File: config.mk
export PLATFORM = sky130hd
export DESIGN_NAME = router_pkt_framer
export DESIGN_NICKNAME = d
export VERILOG_FILES = /design/src/rtl/router_pkg.sv /design/src/rtl/framer_buf.sv /design/src/rtl/router_pkt_framer.sv
export SDC_FILE = /design/constraint.sdc
export NUM_CORES = 1
export LEC_CHECK = 0
export CORE_ASPECT_RATIO = 1.1
export CORE_MARGIN = 2
export CORE_UTILIZATION = 45
export DETAILED_ROUTE_END_ITERATION = 10
export HOLD_SLACK_MARGIN = 0.1
export PLACE_DENSITY = 0.64
export SETUP_SLACK_MARGIN = 0.15
export SLEW_MARGIN = 5
export SYNTH_ARGS = -nofsm -noshare
export SYNTH_HDL_FRONTEND = slang
export SYNTH_SLANG_ARGS = --single-unit
export TNS_END_PERCENT = 100
File: constraint.sdc
create_clock -name clock -period 3.8 [get_ports clock]
set_clock_uncertainty 0.05 [all_clocks]
set_input_delay 0.76 -clock clock [delete_from_list [all_inputs] [get_ports clock]]
set_output_delay 0.76 -clock clock [all_outputs]
set_load 0.05 [all_outputs]
File: src/rtl/router_pkg.sv
// Shared constants and the framer state type for the router packet framer.
package router_pkg;

   localparam int unsigned DEST_W    = 2;
   localparam int unsigned LEN_W     = 6;
   localparam int unsigned NUM_PORTS = 3;
   localparam logic [DEST_W-1:0] DEST_INVALID = 2'd3;
   localparam int unsigned MAX_LEN   = 63;

   typedef enum logic [2:0] {
      IDLE,
      LOAD,
      HEADER,
      PAYLOAD,
      PARITY
   } framer_state_e;

endpackage

File: src/rtl/framer_buf.sv
// Payload buffer for the framer: 64x8, synchronous write, combinational read, no reset.
module framer_buf
   import router_pkg::*;
(
   input  logic             clock,
   input  logic             wr_en,
   input  logic [LEN_W-1:0] wr_addr,
   input  logic [7:0]       wr_data,
   input  logic [LEN_W-1:0] rd_addr,
   output logic [7:0]       rd_data
);

   logic [7:0] mem [MAX_LEN+1];

   always_ff @(posedge clock) begin
      if (wr_en) mem[wr_addr] <= wr_data;
   end

   assign rd_data = mem[rd_addr];

endmodule

File: src/rtl/router_pkt_framer.sv
// Buffers a payload then emits header, payload and parity bytes to the router.
// Optional FRAMER_ERR_INJECT_EN adds inject_err to corrupt the parity byte's LSB.
module router_pkt_framer
   import router_pkg::*;
(
   input  logic              clock,
   input  logic              reset,
   input  logic              cmd_valid,
   output logic              cmd_ready,
   input  logic [DEST_W-1:0] cmd_dest,
   input  logic [LEN_W-1:0]  cmd_len,
   input  logic              in_valid,
   input  logic [7:0]        in_data,
   output logic              in_ready,
   input  logic              busy,
`ifdef FRAMER_ERR_INJECT_EN
   input  logic              inject_err,
`endif
   output logic              pkt_valid,
   output logic [7:0]        data_out,
   output logic              done,
   output logic              cmd_err
);

   framer_state_e     state_q, state_d;
   logic [DEST_W-1:0] dest_q, dest_d;
   logic [LEN_W-1:0]  len_q, len_d;
   logic [LEN_W-1:0]  cnt_q, cnt_d;
   logic [7:0]        par_q, par_d;
   logic              inj_q, inj_d;
   logic              pkt_valid_d, done_d, cmd_err_d;
   logic [7:0]        data_out_d;
   logic              wr_en;
   logic [LEN_W-1:0]  rd_addr;
   logic [7:0]        rd_data;
   logic              cmd_ok;
   logic              last_byte;

   framer_buf u_buf (
      .clock   (clock),
      .wr_en   (wr_en),
      .wr_addr (cnt_q),
      .wr_data (in_data),
      .rd_addr (rd_addr),
      .rd_data (rd_data)
   );

   assign cmd_ready = (state_q == IDLE);
   assign in_ready  = (state_q == LOAD);
   assign cmd_ok    = (cmd_dest != DEST_INVALID) && (32'(cmd_dest) < NUM_PORTS) && (cmd_len != '0);
   assign last_byte = (cnt_q == len_q - 6'd1);

   always_comb begin
      state_d     = state_q;
      dest_d      = dest_q;
      len_d       = len_q;
      cnt_d       = cnt_q;
      par_d       = par_q;
      inj_d       = inj_q;
      pkt_valid_d = pkt_valid;
      data_out_d  = data_out;
      done_d      = 1'b0;
      cmd_err_d   = 1'b0;
      wr_en       = 1'b0;
      rd_addr     = '0;
      case (state_q)
         IDLE: begin
            if (cmd_valid) begin
               if (cmd_ok) begin
                  dest_d  = cmd_dest;
                  len_d   = cmd_len;
                  cnt_d   = '0;
                  par_d   = {cmd_len, cmd_dest};
`ifdef FRAMER_ERR_INJECT_EN
                  inj_d   = inject_err;
`else
                  inj_d   = 1'b0;
`endif
                  state_d = LOAD;
               end else begin
                  cmd_err_d = 1'b1;
               end
            end
         end
         LOAD: begin
            if (in_valid) begin
               wr_en = 1'b1;
               par_d = par_q ^ in_data;
               if (last_byte) begin
                  state_d     = HEADER;
                  cnt_d       = '0;
                  pkt_valid_d = 1'b1;
                  data_out_d  = {len_q, dest_q};
               end else begin
                  cnt_d = cnt_q + 6'd1;
               end
            end
         end
         HEADER: begin
            if (!busy) begin
               state_d    = PAYLOAD;
               data_out_d = rd_data;
            end
         end
         PAYLOAD: begin
            // cnt_q indexes the byte on the wire; prefetch the one after it
            rd_addr = cnt_q + 6'd1;
            if (!busy) begin
               if (last_byte) begin
                  state_d     = PARITY;
                  pkt_valid_d = 1'b0;
                  data_out_d  = par_q ^ {7'b0, inj_q};
               end else begin
                  cnt_d      = cnt_q + 6'd1;
                  data_out_d = rd_data;
               end
            end
         end
         PARITY: begin
            if (!busy) begin
               state_d    = IDLE;
               data_out_d = '0;
               done_d     = 1'b1;
            end
         end
         default: state_d = IDLE;
      endcase
   end

   always_ff @(posedge clock) begin
      if (reset) begin
         state_q   <= IDLE;
         dest_q    <= '0;
         len_q     <= '0;
         cnt_q     <= '0;
         par_q     <= '0;
         inj_q     <= 1'b0;
         pkt_valid <= 1'b0;
         data_out  <= '0;
         done      <= 1'b0;
         cmd_err   <= 1'b0;
      end else begin
         state_q   <= state_d;
         dest_q    <= dest_d;
         len_q     <= len_d;
         cnt_q     <= cnt_d;
         par_q     <= par_d;
         inj_q     <= inj_d;
         pkt_valid <= pkt_valid_d;
         data_out  <= data_out_d;
         done      <= done_d;
         cmd_err   <= cmd_err_d;
      end
   end

endmodule

==> results of run 1 <==
## registers in the layout, summed over array words and instances (netlist names), 2 cells and up
name / flops
data_out: 8
u_buf.mem: 512
len_q: 6
state_q: 3
par_q: 8
dest_q: 2
cnt_q: 6
## final cells by class
class,count,area (sq um)
clock inverters,28,218
inverters,7,27.5
well taps,652,816
fillers,4028,23300
flip-flops and latches,548,16100
repair buffers,155,1330
clock buffers,72,1460
multi-input cells,840,5930
## per-stage QoR
| stage | setup WS [ns] | instances | util |
|---|---|---|---|
| after floorplan | 0.741 | 1496 | - |
| after global placement | 0.402 | 2201 | 0.492 |
| after CTS | 0.323 | 2301 | 0.526 |
| after global routing | 0.176 | 2302 | 0.527 |
| after detailed placement | 0.341 | 2201 | 0.492 |
| final | 0.341 | 2302 | 0.527 |
## metal layers
| layer | wire length [um] | up-vias |
|---|---|---|
| met4 | 2110 | 2 |
| met1 | 24600 | 7128 |
| met5 | 8 | - |
| met3 | 5380 | 122 |
| li1 | - | 6128 |
| met2 | 28700 | 723 |
## synth_stat cells (16+ instances only)
cell type | instances | area (sq um)
nor3_1 | 22 | 110
o21ai_0 | 16 | 80.1
a21oi_1 | 41 | 205
a311oi_1 | 17 | 149
dfxtp_1 | 36 | 721
mux4_2 | 42 | 946
nand2_1 | 183 | 687
nand3_1 | 60 | 300
a31oi_1 | 29 | 181
buf_2 | 30 | 150
clkbuf_1 | 48 | 180
nor2_1 | 123 | 462
mux2i_1 | 40 | 400
a221oi_1 | 57 | 499
edfxtp_1 | 512 | 15400
## tightest hold or removal path, cell delays in order (launching register included)
cell	delay, ns
dfxtp_1	0.32
nand2_1	0.05
a21oi_1	0.05
## where the power goes
group | internal (W) | leakage [nW] | switching, W
clock | 0.00290 | 0.830 | 0.00224
sequential | 0.00661 | 4.90 | 0.0000331
combinational | 0.000178 | 2.51 | 0.000382
## logic make-up (layout without fill, tap and decap cells)
group / Yosys count / count (layout) / synth area share
compound gates: 270 / 270 / 0.0915
xor+xnor: 14 / 14 / 0.00612
fa+ha+maj: 2 / 2 / 0.00111
buf+inv: 109 / 262 / 0.0245
flops: 548 / 548 / 0.716
mux: 92 / 92 / 0.0682
simple gates: 461 / 462 / 0.0926
## timing repair
item / in CTS / in global routing
resized for setup: 0 / 3
setup endpoints to repair: 0 / 1
hold endpoints to repair: 0 / 0
setup buffers: 0 / 0
## worst max path at each step
| stage | startpoint | endpoint | slack [ns] | cells past startpoint |
|---|---|---|---|---|
| after floorplan | state_q[1] | u_buf.mem[57][0] | 0.74 | 7 |
| after global placement | state_q[1] | data_out[7] | 0.40 | 8 |
| after detailed placement | state_q[1] | data_out[7] | 0.34 | 6 |
| after CTS | state_q[1] | data_out[7] | 0.32 | 6 |
| after global routing | state_q[2] | cmd_ready | 0.18 | 2 |
| final | state_q[2] | cmd_ready | 0.34 | 2 |
==> flow_metrics.py, run 1 <==
metrics = {
    "route": {
        "drc": 0,
        "via_count": 14100,
        "drt_iter0_drc": 1917,
        "drt_pass1_iterations": 5,
        "route.final.wire_length_um": 60800,
        "viasPerCell": 6.13,
        "wl_per_cell_um": 26.4,
        "ant_nets": 0,
    },
    "logic_synthesis": {
        "syn-num-nets": 1519,
        "ys_seq_area_frac": 0.716,
        "ys_warn_count": 0,
        "synth_cell_types": 84,
        "synth_area_sq_um": 22500,
        "synth_cells": 1496,
        "synth-seq-cells": 548,
        "synth_ff_type": "edfxtp_1",
        "synth_edf_count": 512,
        "synth.avg_cell_area_sq_um": 15.0,
        "synthArstFlopShare": 0,
    },
    "worst_setup_path": {
        "slowest_delay_ns": 0.91,
        "cp-start-kind": "register",
        "worstPathRequired_ns": 2.99,
        "r2r_cells": 9,
        "cp_num_buf_inv": 1,
        "critical_path_class": "reg -> out",
        "r2r-end": "data_out[7]",
        "crit_path_cell_trace": "nor3_1, clkdlybuf4s50_1",
        "cp_top_family": "buffers and inverters",
        "rrSetupSlack_ns": 0.42,
        "critPathCaptureType": "output port",
        "critical_path.max_fanout": 17,
        "reg2reg_from": "cnt_q[0]",
        "critPathArrivalTime_ns": 2.65,
        "critPathSlowestCell": "clkdlybuf4s50_1",
    },
    "timing": {
        "slew_headroom": 0.254,
        "setup_viol": 0,
        "timing.final.crit_share": 0.910,
        "fin_crit_ns": 3.46,
        "finalHoldViolCount": 0,
        "rsz0062_at_grt": "false",
        "max_freq_ghz": 0.289,
        "worst_slew_pin_slew_ns": 1.12,
        "maxSlewViolCount": 0,
        "tns_ns": 0,
        "hold_ws_ns": 0.419,
    },
    "clock_network": {
        "clock_latency_ns": 0.62,
        "cts_tree": "yes",
        "cts_made_buffers": 55,
        "clockRootBuffer": "clkbuf_16",
        "cts_hold_buf": 0,
        "clockBufferDepth": 3,
        "clk_pin_slew_ns": 0.06,
        "clock-sinks": 548,
        "htree_num_levels": 2,
    },
    "hold_path": {
        "holdCritPathClass": "reg -> reg",
        "holdPathEnd": "dest_q[0]",
        "hold_depth": 2,
        "worstHoldStart": "dest_q[0]",
    },
    "finish": {
        "layout_commonest_cell": "edfxtp_1",
        "final_nets": 1630,
        "drive_gt1_frac": 0.171,
        "final_cell_mix": "edfxtp_1, nand2_1, nor2_1, buf_4, nand3_1",
        "postLayoutCellArea_sq_um": 25900,
        "area_growth_pct": 15.1,
        "diodes": 0,
    },
    "global_route": {
        "grt_overflow": 0,
        "antenna_found_initial": 1,
        "grt.met3_usage": 0.0463,
        "grt-busiest-layer": "met2",
        "grt_util_met1": 0.326,
        "grt_pass1_vias": 13700,
        "grt_start_max_net_pins": 52,
        "gr-usage-all-layers": 0.236,
        "grt_pass1_wl_um": 90100,
        "use_met2": 0.375,
    },
    "floorplan": {
        "die_x_um": 217,
        "die_y_um": 238,
        "start_util": 0.457,
        "coreArea_sq_um": 49100,
        "rows": 85,
        "pin_count": 34,
        "dieArea_sq_um": 51800,
    },
    "job": {
        "max-cap-violations": 0,
    },
    "placement": {
        "port-buffer-count": 33,
        "gp_congestion": 0.901,
        "hpwl_um": 38600,
        "place_area_sq_um": 24200,
    },
    "pwr": {
        "fin_total_pwr_w": 0.0123,
        "power.density_nw_per_um2": 477,
        "p_leak_nw": 8.23,
        "ir_drop_v": 0.000333,
    },
    "outcome": {
        "status": "complete, no violations",
    },
}
Power figures use the tool's default switching activity.
==> inputs of run 2 (changes only) <==
- RECOVER_POWER: default -> 25
==> flow_metrics.py, run 2 (synthesis results as in run 1) <==
metrics = {
    "global_route": {
        "grt_pass1_vias": 13700,
        "grt_start_max_net_pins": 52,
        "grt_overflow": 0,
        "grt_pass1_wl_um": 90100,
        "gr-usage-all-layers": 0.236,
        "antenna_found_initial": 1,
    },
    "clock_network": {
        "cts_tree": "yes",
        "cts_hold_buf": 0,
        "post_cts_buffers": 0,
        "cts_resized": 0,
        "clock-sinks": 548,
        "clockRootBuffer": "clkbuf_16",
        "clockBufferDepth": 3,
        "htree_num_levels": 2,
        "clk_pin_slew_ns": 0.06,
        "clock_latency_ns": 0.61,
        "cts_made_buffers": 55,
    },
    "route": {
        "drc": 0,
        "drt_iter0_drc": 1881,
        "ant_nets": 0,
        "viasPerCell": 6.12,
        "route.final.wire_length_um": 60800,
        "wl_per_cell_um": 26.4,
        "drt_pass1_iterations": 6,
        "via_count": 14100,
    },
    "pwr": {
        "power.density_nw_per_um2": 478,
        "fin_total_pwr_w": 0.0123,
        "p_leak_nw": 8.18,
        "ir_drop_v": 0.000334,
    },
    "finish": {
        "diodes": 0,
        "largest_reg_flops": 512,
        "regMostFlops": "u_buf.mem",
        "drive_gt1_frac": 0.164,
        "layout_commonest_cell": "edfxtp_1",
        "largestRegisters": "u_buf.mem (512), data_out (8), par_q (8)",
        "final_nets": 1630,
        "area_growth_pct": 14.8,
        "final_cell_mix": "edfxtp_1, nand2_1, nor2_1, buf_4, nand3_1",
    },
    "worst_setup_path": {
        "crit_path_cell_trace": "nor3_1, clkdlybuf4s50_1",
        "cp_num_buf_inv": 1,
        "critPathSlowestCell": "clkdlybuf4s50_1",
        "cp-start-kind": "register",
        "critPathCaptureType": "output port",
        "critical_path.max_fanout": 17,
        "critPathArrivalTime_ns": 2.66,
        "worstPathRequired_ns": 2.99,
        "slowest_delay_ns": 0.92,
        "cp_top_family": "buffers and inverters",
        "critical_path_class": "reg -> out",
    },
    "floorplan": {
        "die_y_um": 238,
        "coreArea_sq_um": 49100,
        "pin_count": 34,
        "rows": 85,
        "dieArea_sq_um": 51800,
        "start_util": 0.457,
        "die_x_um": 217,
    },
    "outcome": {
        "violations": "max-capacitance violations, max-slew violations",
        "status": "complete, but fails checks",
    },
    "timing": {
        "hold_ws_ns": 0.420,
        "rsz0062_at_grt": "false",
        "timing.final.crit_share": 0.914,
        "max_freq_ghz": 0.288,
        "finalHoldViolCount": 0,
        "timing.final.ws_setup_ns": 0.327,
        "setup_viol": 0,
        "tns_ns": 0,
        "worst_slew_pin_slew_ns": 2.47,
        "maxSlewViolCount": 269,
        "slew_headroom": -0.643,
        "fin_crit_ns": 3.47,
    },
    "placement": {
        "port-buffer-count": 33,
        "gp_congestion": 0.901,
        "hpwl_um": 38600,
        "dp_slack_ns": 0.341,
    },
    "hold_path": {
        "holdCritPathClass": "reg -> reg",
    },
    "job": {
        "max-cap-violations": 6,
    },
}
## run 2: cell count changes in the layout (fill, tap and decap cells not counted), sizes merged
cell | before | now
buf | 130 | 118
clkbuf | 72 | 84
## run 2: final timing paths
| check | start | depth (start not counted) | slack (ns) | to |
|---|---|---|---|---|
| setup / recovery | state_q[2] | 2 | 0.33 | cmd_ready |
| setup reg to reg | cnt_q[0] | 9 | 0.42 | data_out[7] |
| hold / removal | dest_q[0] | 2 | 0.42 | dest_q[0] |
| hold reg to reg | dest_q[0] | 2 | 0.42 | dest_q[0] |
## run 2: stage by stage
stage / utilization / cell area (sq um) / cells
floorplan: - / 22500 / 1496
global placement: 0.492 / 24200 / 2201
detailed placement: 0.492 / 24200 / 2201
CTS: 0.526 / 25900 / 2301
global route: 0.525 / 25800 / 2302
finish: 0.525 / 25800 / 2302
## run 2: worst register-to-register path, cell delays in order, from the launching register on
cell and delay (ns):
dfxtp_2 0.47, buf_4 0.35, nand3_4 0.24, xor2_4 0.59
buf_4 0.36, a311oi_1 0.09, nor3_1 0.42, nor4_2 0.16
a211oi_1 0.39, a31oi_1 0.14
## run 2: routing by layer
metal	GRT usage	wire length [um]	vias to the layer above	part of all wire
met5	0	8	-	0.00013
met4	0.0868	2160	2	0.035
met3	0.0463	5470	129	0.090
met2	0.375	28600	738	0.47
met1	0.326	24600	7096	0.40
li1	-	-	6125	-
## run 2: report_power, final
part | internal, W | leakage, nW | switching, W
combinational | 0.000171 | 2.46 | 0.000382
sequential | 0.00662 | 4.90 | 0.0000330
clock | 0.00290 | 0.830 | 0.00223
## run 2: cell type report
cell class	instances	area, sq um
clock inverter	28	218
multi-input combinational	840	5930
timing repair buffer	155	1270
sequential	548	16100
fill	4037	23300
clock buffer	72	1460
inverter	7	27.5
tap	652	816
